==> src/rtl/adc_block_averager.sv <==
// Block averager for the AD4008 sample stream: mean, min and max over blocks of 2**LOG2_N
// samples, presented on a one-entry valid/ready output with a sticky overrun flag.
module adc_block_averager #(
  parameter int ADC_WIDTH = 16,
  parameter int LOG2_N    = 2
) (
  input  logic                 clk,
  input  logic                 sreset,
  input  logic                 enable,
  input  logic [ADC_WIDTH-1:0] sample_in,
  input  logic                 sample_valid,
  output logic [ADC_WIDTH-1:0] avg_data,
  output logic [ADC_WIDTH-1:0] min_data,
  output logic [ADC_WIDTH-1:0] max_data,
  output logic                 out_valid,
  input  logic                 out_ready,
  output logic [LOG2_N-1:0]    fill_count,
  output logic                 overrun,
  input  logic                 clr_overrun
);

  localparam int ACC_W = ADC_WIDTH + LOG2_N;
  localparam logic [LOG2_N-1:0] FILL_LAST = {LOG2_N{1'b1}};

  typedef enum logic {ACCUM, LAST} state_t;

  state_t                 state_q, state_d;
  logic [ACC_W-1:0]       acc_q, acc_d;
  logic [ADC_WIDTH-1:0]   minTrk_q, minTrk_d;
  logic [ADC_WIDTH-1:0]   maxTrk_q, maxTrk_d;
  logic [LOG2_N-1:0]      fill_q, fill_d;
  logic [ADC_WIDTH-1:0]   avg_q, avg_d;
  logic [ADC_WIDTH-1:0]   minOut_q, minOut_d;
  logic [ADC_WIDTH-1:0]   maxOut_q, maxOut_d;
  logic                   valid_q, valid_d;
  logic                   overrun_q, overrun_d;

  logic                   take;
  logic                   restart;
  logic                   commit;
  logic [ACC_W-1:0]       accShift;
  logic [ACC_W-1:0]       baseAcc;
  logic [ADC_WIDTH-1:0]   baseMin;
  logic [ADC_WIDTH-1:0]   baseMax;
  logic [LOG2_N-1:0]      baseFill;

  assign take     = enable && sample_valid;
  assign restart  = (state_q == LAST) || !enable;
  assign accShift = acc_q >> LOG2_N;

  always_ff @(posedge clk) begin
    if (sreset) state_q <= ACCUM;
    else        state_q <= state_d;
  end

  always_comb begin
    state_d = ACCUM;
    if (state_q == ACCUM && take && fill_q == FILL_LAST) state_d = LAST;
  end

  // LAST starts a fresh block from empty trackers, so a sample arriving there becomes sample 0.
  always_comb begin
    baseAcc  = restart ? '0 : acc_q;
    baseMin  = restart ? '1 : minTrk_q;
    baseMax  = restart ? '0 : maxTrk_q;
    baseFill = restart ? '0 : fill_q;
    acc_d    = baseAcc;
    minTrk_d = baseMin;
    maxTrk_d = baseMax;
    fill_d   = baseFill;
    if (take) begin
      acc_d    = baseAcc + {{LOG2_N{1'b0}}, sample_in};
      minTrk_d = (sample_in < baseMin) ? sample_in : baseMin;
      maxTrk_d = (sample_in > baseMax) ? sample_in : baseMax;
      fill_d   = baseFill + 1'b1;
    end
  end

  always_comb begin
    commit    = (state_q == LAST) && (!valid_q || out_ready);
    avg_d     = avg_q;
    minOut_d  = minOut_q;
    maxOut_d  = maxOut_q;
    valid_d   = valid_q;
    overrun_d = overrun_q;
    if (commit) begin
      avg_d    = accShift[ADC_WIDTH-1:0];
      minOut_d = minTrk_q;
      maxOut_d = maxTrk_q;
      valid_d  = 1'b1;
    end else if (valid_q && out_ready) begin
      valid_d = 1'b0;
    end
    if (state_q == LAST && valid_q && !out_ready) overrun_d = 1'b1;
    else if (clr_overrun)                         overrun_d = 1'b0;
  end

  always_ff @(posedge clk) begin
    if (sreset) begin
      acc_q     <= '0;
      minTrk_q  <= '1;
      maxTrk_q  <= '0;
      fill_q    <= '0;
      avg_q     <= '0;
      minOut_q  <= '0;
      maxOut_q  <= '0;
      valid_q   <= 1'b0;
      overrun_q <= 1'b0;
    end else begin
      acc_q     <= acc_d;
      minTrk_q  <= minTrk_d;
      maxTrk_q  <= maxTrk_d;
      fill_q    <= fill_d;
      avg_q     <= avg_d;
      minOut_q  <= minOut_d;
      maxOut_q  <= maxOut_d;
      valid_q   <= valid_d;
      overrun_q <= overrun_d;
    end
  end

  assign avg_data   = avg_q;
  assign min_data   = minOut_q;
  assign max_data   = maxOut_q;
  assign out_valid  = valid_q;
  assign fill_count = fill_q;
  assign overrun    = overrun_q;

endmodule

==> config.mk <==
export PLATFORM = sky130hd
export DESIGN_NAME = adc_block_averager
export DESIGN_NICKNAME = d
export VERILOG_FILES = /design/src/rtl/adc_block_averager.sv
export SDC_FILE = /design/constraint.sdc
export NUM_CORES = 1
export LEC_CHECK = 0
export CAP_MARGIN = 40
export CORE_UTILIZATION = 53
export CTS_CLUSTER_DIAMETER = 200
export CTS_CLUSTER_SIZE = 14
export DETAILED_ROUTE_END_ITERATION = 7
export DONT_BUFFER_PORTS = 1
export GPL_ROUTABILITY_DRIVEN = 0
export PLACE_DENSITY = 0.65
export SKIP_CTS_REPAIR_TIMING = 1
export SYNTH_ARGS = -nofsm -noshare
export SYNTH_HDL_FRONTEND = slang
export SYNTH_SLANG_ARGS = --single-unit
export TNS_END_PERCENT = 10
==> constraint.sdc <==
create_clock -name clk -period 6.2 [get_ports clk]
set_input_delay 1.24 -clock clk [delete_from_list [all_inputs] [get_ports clk]]
set_output_delay 1.24 -clock clk [all_outputs]
set_load 0.01 [all_outputs]
* Word level (Yosys, flattened, before mapping) *
Index checks and enable logic that the tools add are counted.

storage, ports and cells
  bits in registers = 103
  input bits = 22
  output and inout bits = 52

cells by class
  add/subtract/negate cells = 2
  magnitude comparators = 2
  eq/ne operators = 1
  mux-type cells = 15
  bitwise gates (word level) = 1
  reductions and logical operators = 14

operators with widths
  kind                 count
  $mux 16              6
  $mux 18              2
  $add 18x16->18       1
  $gt 16x16->1         1
  $lt 16x16->1         1
  $logic_and 1x1->1    7
  $mux 1               5
  $mux 2               2
  $reduce_bool 2->1    2
  $logic_not 1->1      3
  $add 2x1->2 const B  1
  $eq 2x2->1 const B   1
  $logic_or 1x1->1     2
  $not 1->1            1

* Logic depth before layout (Yosys ltp) *
  depth in word-level cells = 6
  depth in mapped cells = 13
  mapped depth without buffers = 11

* Worst setup path after synthesis *
Ideal clock, no wire load.

  kind = input -> register
  from = in enable
  to = reg acc_q[17]
  setup time = 0.128 ns
  arrival time = 3.700 ns
  required time = 6.072 ns
  slack = 2.372 ns
  cell stages on the path = 11
  buffers on the path = 1
  cells stage by stage = nor2b_1 -> clkbuf_1 -> and2_1 -> ha_1 -> o211ai_1 -> o211a_1 -> o21a_1 -> or4b_1 -> a2111oi_2 -> xor2_1 -> nor2_1

on the way
  word-level cells in the longest chain between the ends = 5
  elaborated cells between the ends (all ways) = 6
  those cells by class = add/sub (1); mux (2); reduce/logical (3)

RTL lines
  element                 RTL line  RTL
  start: declaration      9         input logic enable,
  $logic_not 1->1         48        assign restart = (state_q == LAST) || !enable;
  $logic_or 1x1->1        48
  $mux 18                 63        baseAcc = restart ? '0 : acc_q;
  $add 18x16->18          72        acc_d = baseAcc + {{LOG2_N{1'b0}}, sample_in};
  $mux 18 (*)             71        if (take) begin
  end signal: assignment  100       acc_q <= '0;
  end signal: assignment  110       acc_q <= acc_d;
  end: declaration        28        logic [ACC_W-1:0] acc_q, acc_d;

Every way passes the cells marked *; elsewhere a longest branch is shown, timed or not.
A chain may end at the register's enable or synchronous reset.

* Worst setup path in the final report *
  from = in enable
  to = reg maxTrk_q[14]

on the way
  word-level cells in the longest chain between the ends = 6
  elaborated cells between the ends (all ways) = 7
  those cells by class = order compare (1); mux (3); reduce/logical (3)

RTL lines
  element                 RTL line  RTL
  $logic_not 1->1         48
  $logic_or 1x1->1        48
  $mux 16                 65        baseMax = restart ? '0 : maxTrk_q;
  $gt 16x16->1            74        maxTrk_d = (sample_in > baseMax) ? sample_in : baseMax;
  $mux 16                 74
  $mux 16 (*)             71
  end signal: assignment  112       maxTrk_q <= maxTrk_d;
  end: declaration        30        logic [ADC_WIDTH-1:0] maxTrk_q, maxTrk_d;

Marks and branches as above.

==> impl_metrics.py <==
metrics = {
    "status": {
        "status": "finished, final reports clean",
    },
    "finish": {
        "nNetsFinal": 680,
        "area_growth_pct": 5.65,
        "num_antenna_cells": 0,
        "drive_above_1_share_pct": 4.55,
    },
    "grt": {
        "grt_pass1_wl_um": 20500,
        "grt.total_usage_pct": 26.2,
        "antenna_found_initial": 0,
        "gr-total-overflow": 0,
        "first_global_vias": 4028,
        "grt_start_max_net_pins": 100,
    },
    "floorplanning": {
        "die_h_um": 101,
        "io_pins": 74,
        "start_util_pct": 55.5,
        "dieArea_mm2": 0.0103,
        "die_w_um": 101,
        "core_area_mm2": 0.00942,
        "rows": 35,
    },
    "clock_network": {
        "cts.sinks": 103,
        "numCtsBuffers": 9,
        "cts_root_buffer": "clkbuf_8",
        "h-tree-depth": 3,
        "cts_tree": "yes",
        "path_clk_slew_ps": 100,
        "clk_latency_ps": 380,
        "clockBufferDepth": 2,
    },
    "worst_setup_path": {
        "r2r-start": "state_q",
        "cp-startpoint": "enable",
        "cp-end-kind": "flip-flop",
        "worstPathMaxFanout": 21,
        "rrSetupSlack_ps": 2390,
        "start_kind": "input pin",
        "required_ps": 6510,
        "reg2reg_depth": 10,
        "critPathKind": "input pin to flip-flop",
        "rr_endpoint": "maxTrk_q[14]",
        "cp.arrival_ps": 4500,
    },
    "yosys": {
        "ys_seq_area_share_pct": 39.4,
        "ys_warn_count": 0,
        "synth_ff_type": "dfxtp_1",
        "synthMostInstantiatedCell": "nand2_1",
        "synth_area_mm2": 0.00523,
        "synth_top_cell_area_share_pct": 39.4,
        "synth_edf_count": 0,
        "synthArstFlopShare_pct": 0,
        "netlist_instances": 628,
        "postSynthAreaPerCell_um2": 8.32,
        "synth_area_leader_cell": "dfxtp_1",
        "synth_cell_types": 47,
        "synthTopCellsByCount": "nand2_1 (125), dfxtp_1 (103), a21oi_1 (71)",
        "ys_ff_latch": 103,
        "synth.area.top_cells": "dfxtp_1 (39%), ha_1 (11%), nand2_1 (9.0%)",
        "synthesis.nets": 698,
    },
    "sta": {
        "max_freq_mhz": 239,
        "rsz0062_at_grt": "no",
        "hold_violations": 0,
        "timing.final.ws_setup_ps": 2010,
        "tightestPinTransition_ps": 983,
        "fin_setup_tns_ps": 0,
        "maxSlewHeadroom_pct": 34.4,
        "drv_slew": 0,
        "fin_crit_sh_pct": 67.6,
        "setup-violations-final": 0,
        "finalHoldWorstSlack_ps": 471,
        "min_period_ps": 4190,
        "clock_skew_ps": 10.0,
    },
    "power": {
        "p_leak_nw": 2.14,
        "ir_drop_uv": 96.7,
        "power_density_mw_per_mm2": 220,
        "fin_total_pwr_mw": 1.22,
    },
    "drt": {
        "drt_iter0_drc": 186,
        "wl_um": 12700,
        "wl_per_cell_um": 17.1,
        "antenna_left": 0,
        "num_vias": 4308,
        "post-route-drc-count": 0,
        "drt_first_pass_iters": 5,
        "via_per_inst": 5.79,
    },
    "job": {
        "cap_violations": 0,
    },
    "hold_path": {
        "min_path_type": "flip-flop to flip-flop",
        "holdPathStages": 2,
        "hold_start": "minTrk_q[10]",
        "min_to": "min_data[10]",
    },
    "place": {
        "portBuffers": 0,
        "hpwlAfterDp_um": 9030,
        "dp_slack_ps": 1620,
    },
}
cells by family after synthesis:
logic type | share of synthesized area (%)
xor+xnor | 2.85
mux | 3.06
compound gates | 19.4
simple gates | 20.5
fa+ha+maj | 11.6
buf+inv | 3.11
flops | 39.4
routing by layer:
metal | global-route usage [%] | part of all wire (%)
met1 | 35.9 | 47
met2 | 40.3 | 44
met3 | 5.52 | 6.9
met5 | 0 | 0
met4 | 10.7 | 2.6
report_power, final:
| part | switching (mW) | total [mW] | internal [mW] |
|---|---|---|---|
| registers | 0.0103 | 0.684 | 0.673 |
| clock network | 0.236 | 0.424 | 0.188 |
| logic | 0.0592 | 0.107 | 0.0482 |
flip-flops by register name, indices dropped and copies added (netlist names):
| name | count |
|---|---|
| min_data | 16 |
| state_q | 1 |
| overrun | 1 |
| acc_q | 18 |
| max_data | 16 |
| fill_count | 2 |
| minTrk_q | 16 |
| maxTrk_q | 16 |
| out_valid | 1 |
| avg_data | 16 |
cell type report:
class / count / area, um2
sequential: 103 / 2060
clock buffer: 11 / 131
fill: 869 / 3890
inverter: 6 / 22.5
clock inverter: 5 / 57.6
timing repair buffer: 7 / 80.1
multi-input combinational: 483 / 3010
tap: 129 / 161
worst max-delay path: stages:
cell,delay (ps)
nor2b_1,580
buf_4,360
nand2_1,100
ha_1,290
a21oi_1,140
o21ai_0,90
a221o_1,330
a211o_1,300
a211oi_2,810
a22o_1,250
cell usage in the layout (no fill, tap or decap), types with 8 or more instances in the layout:
cell type    n
nand2_1    125
dfxtp_1    103
a21oi_1     71
nor2_1      55
ha_1        47
a22o_1      25
nor3_1      21
and2_1      17
mux2i_1     16
o21ai_0     13
a21o_1       9
xor2_1       9
clkbuf_8     9
nor2b_1      8
xnor2_1      8
through the flow:
stage / utilization (%) / instances / cell area [um2]
floorplan: - / 628 / 5230
global placement: 56.0 / 724 / 5280
detailed placement: 56.7 / 728 / 5330
CTS: 58.7 / 744 / 5520
global route: 58.7 / 744 / 5520
finish: 58.7 / 744 / 5520
worst max path at each step:
stage	end
6_report	maxTrk_q[14]
5_1_grt	acc_q[12]
4_1_cts	maxTrk_q[14]
3_5_place_dp	maxTrk_q[14]
3_3_place_gp	maxTrk_q[1]
2_1_floorplan	acc_q[17]
(Power assumes the default switching activity.)
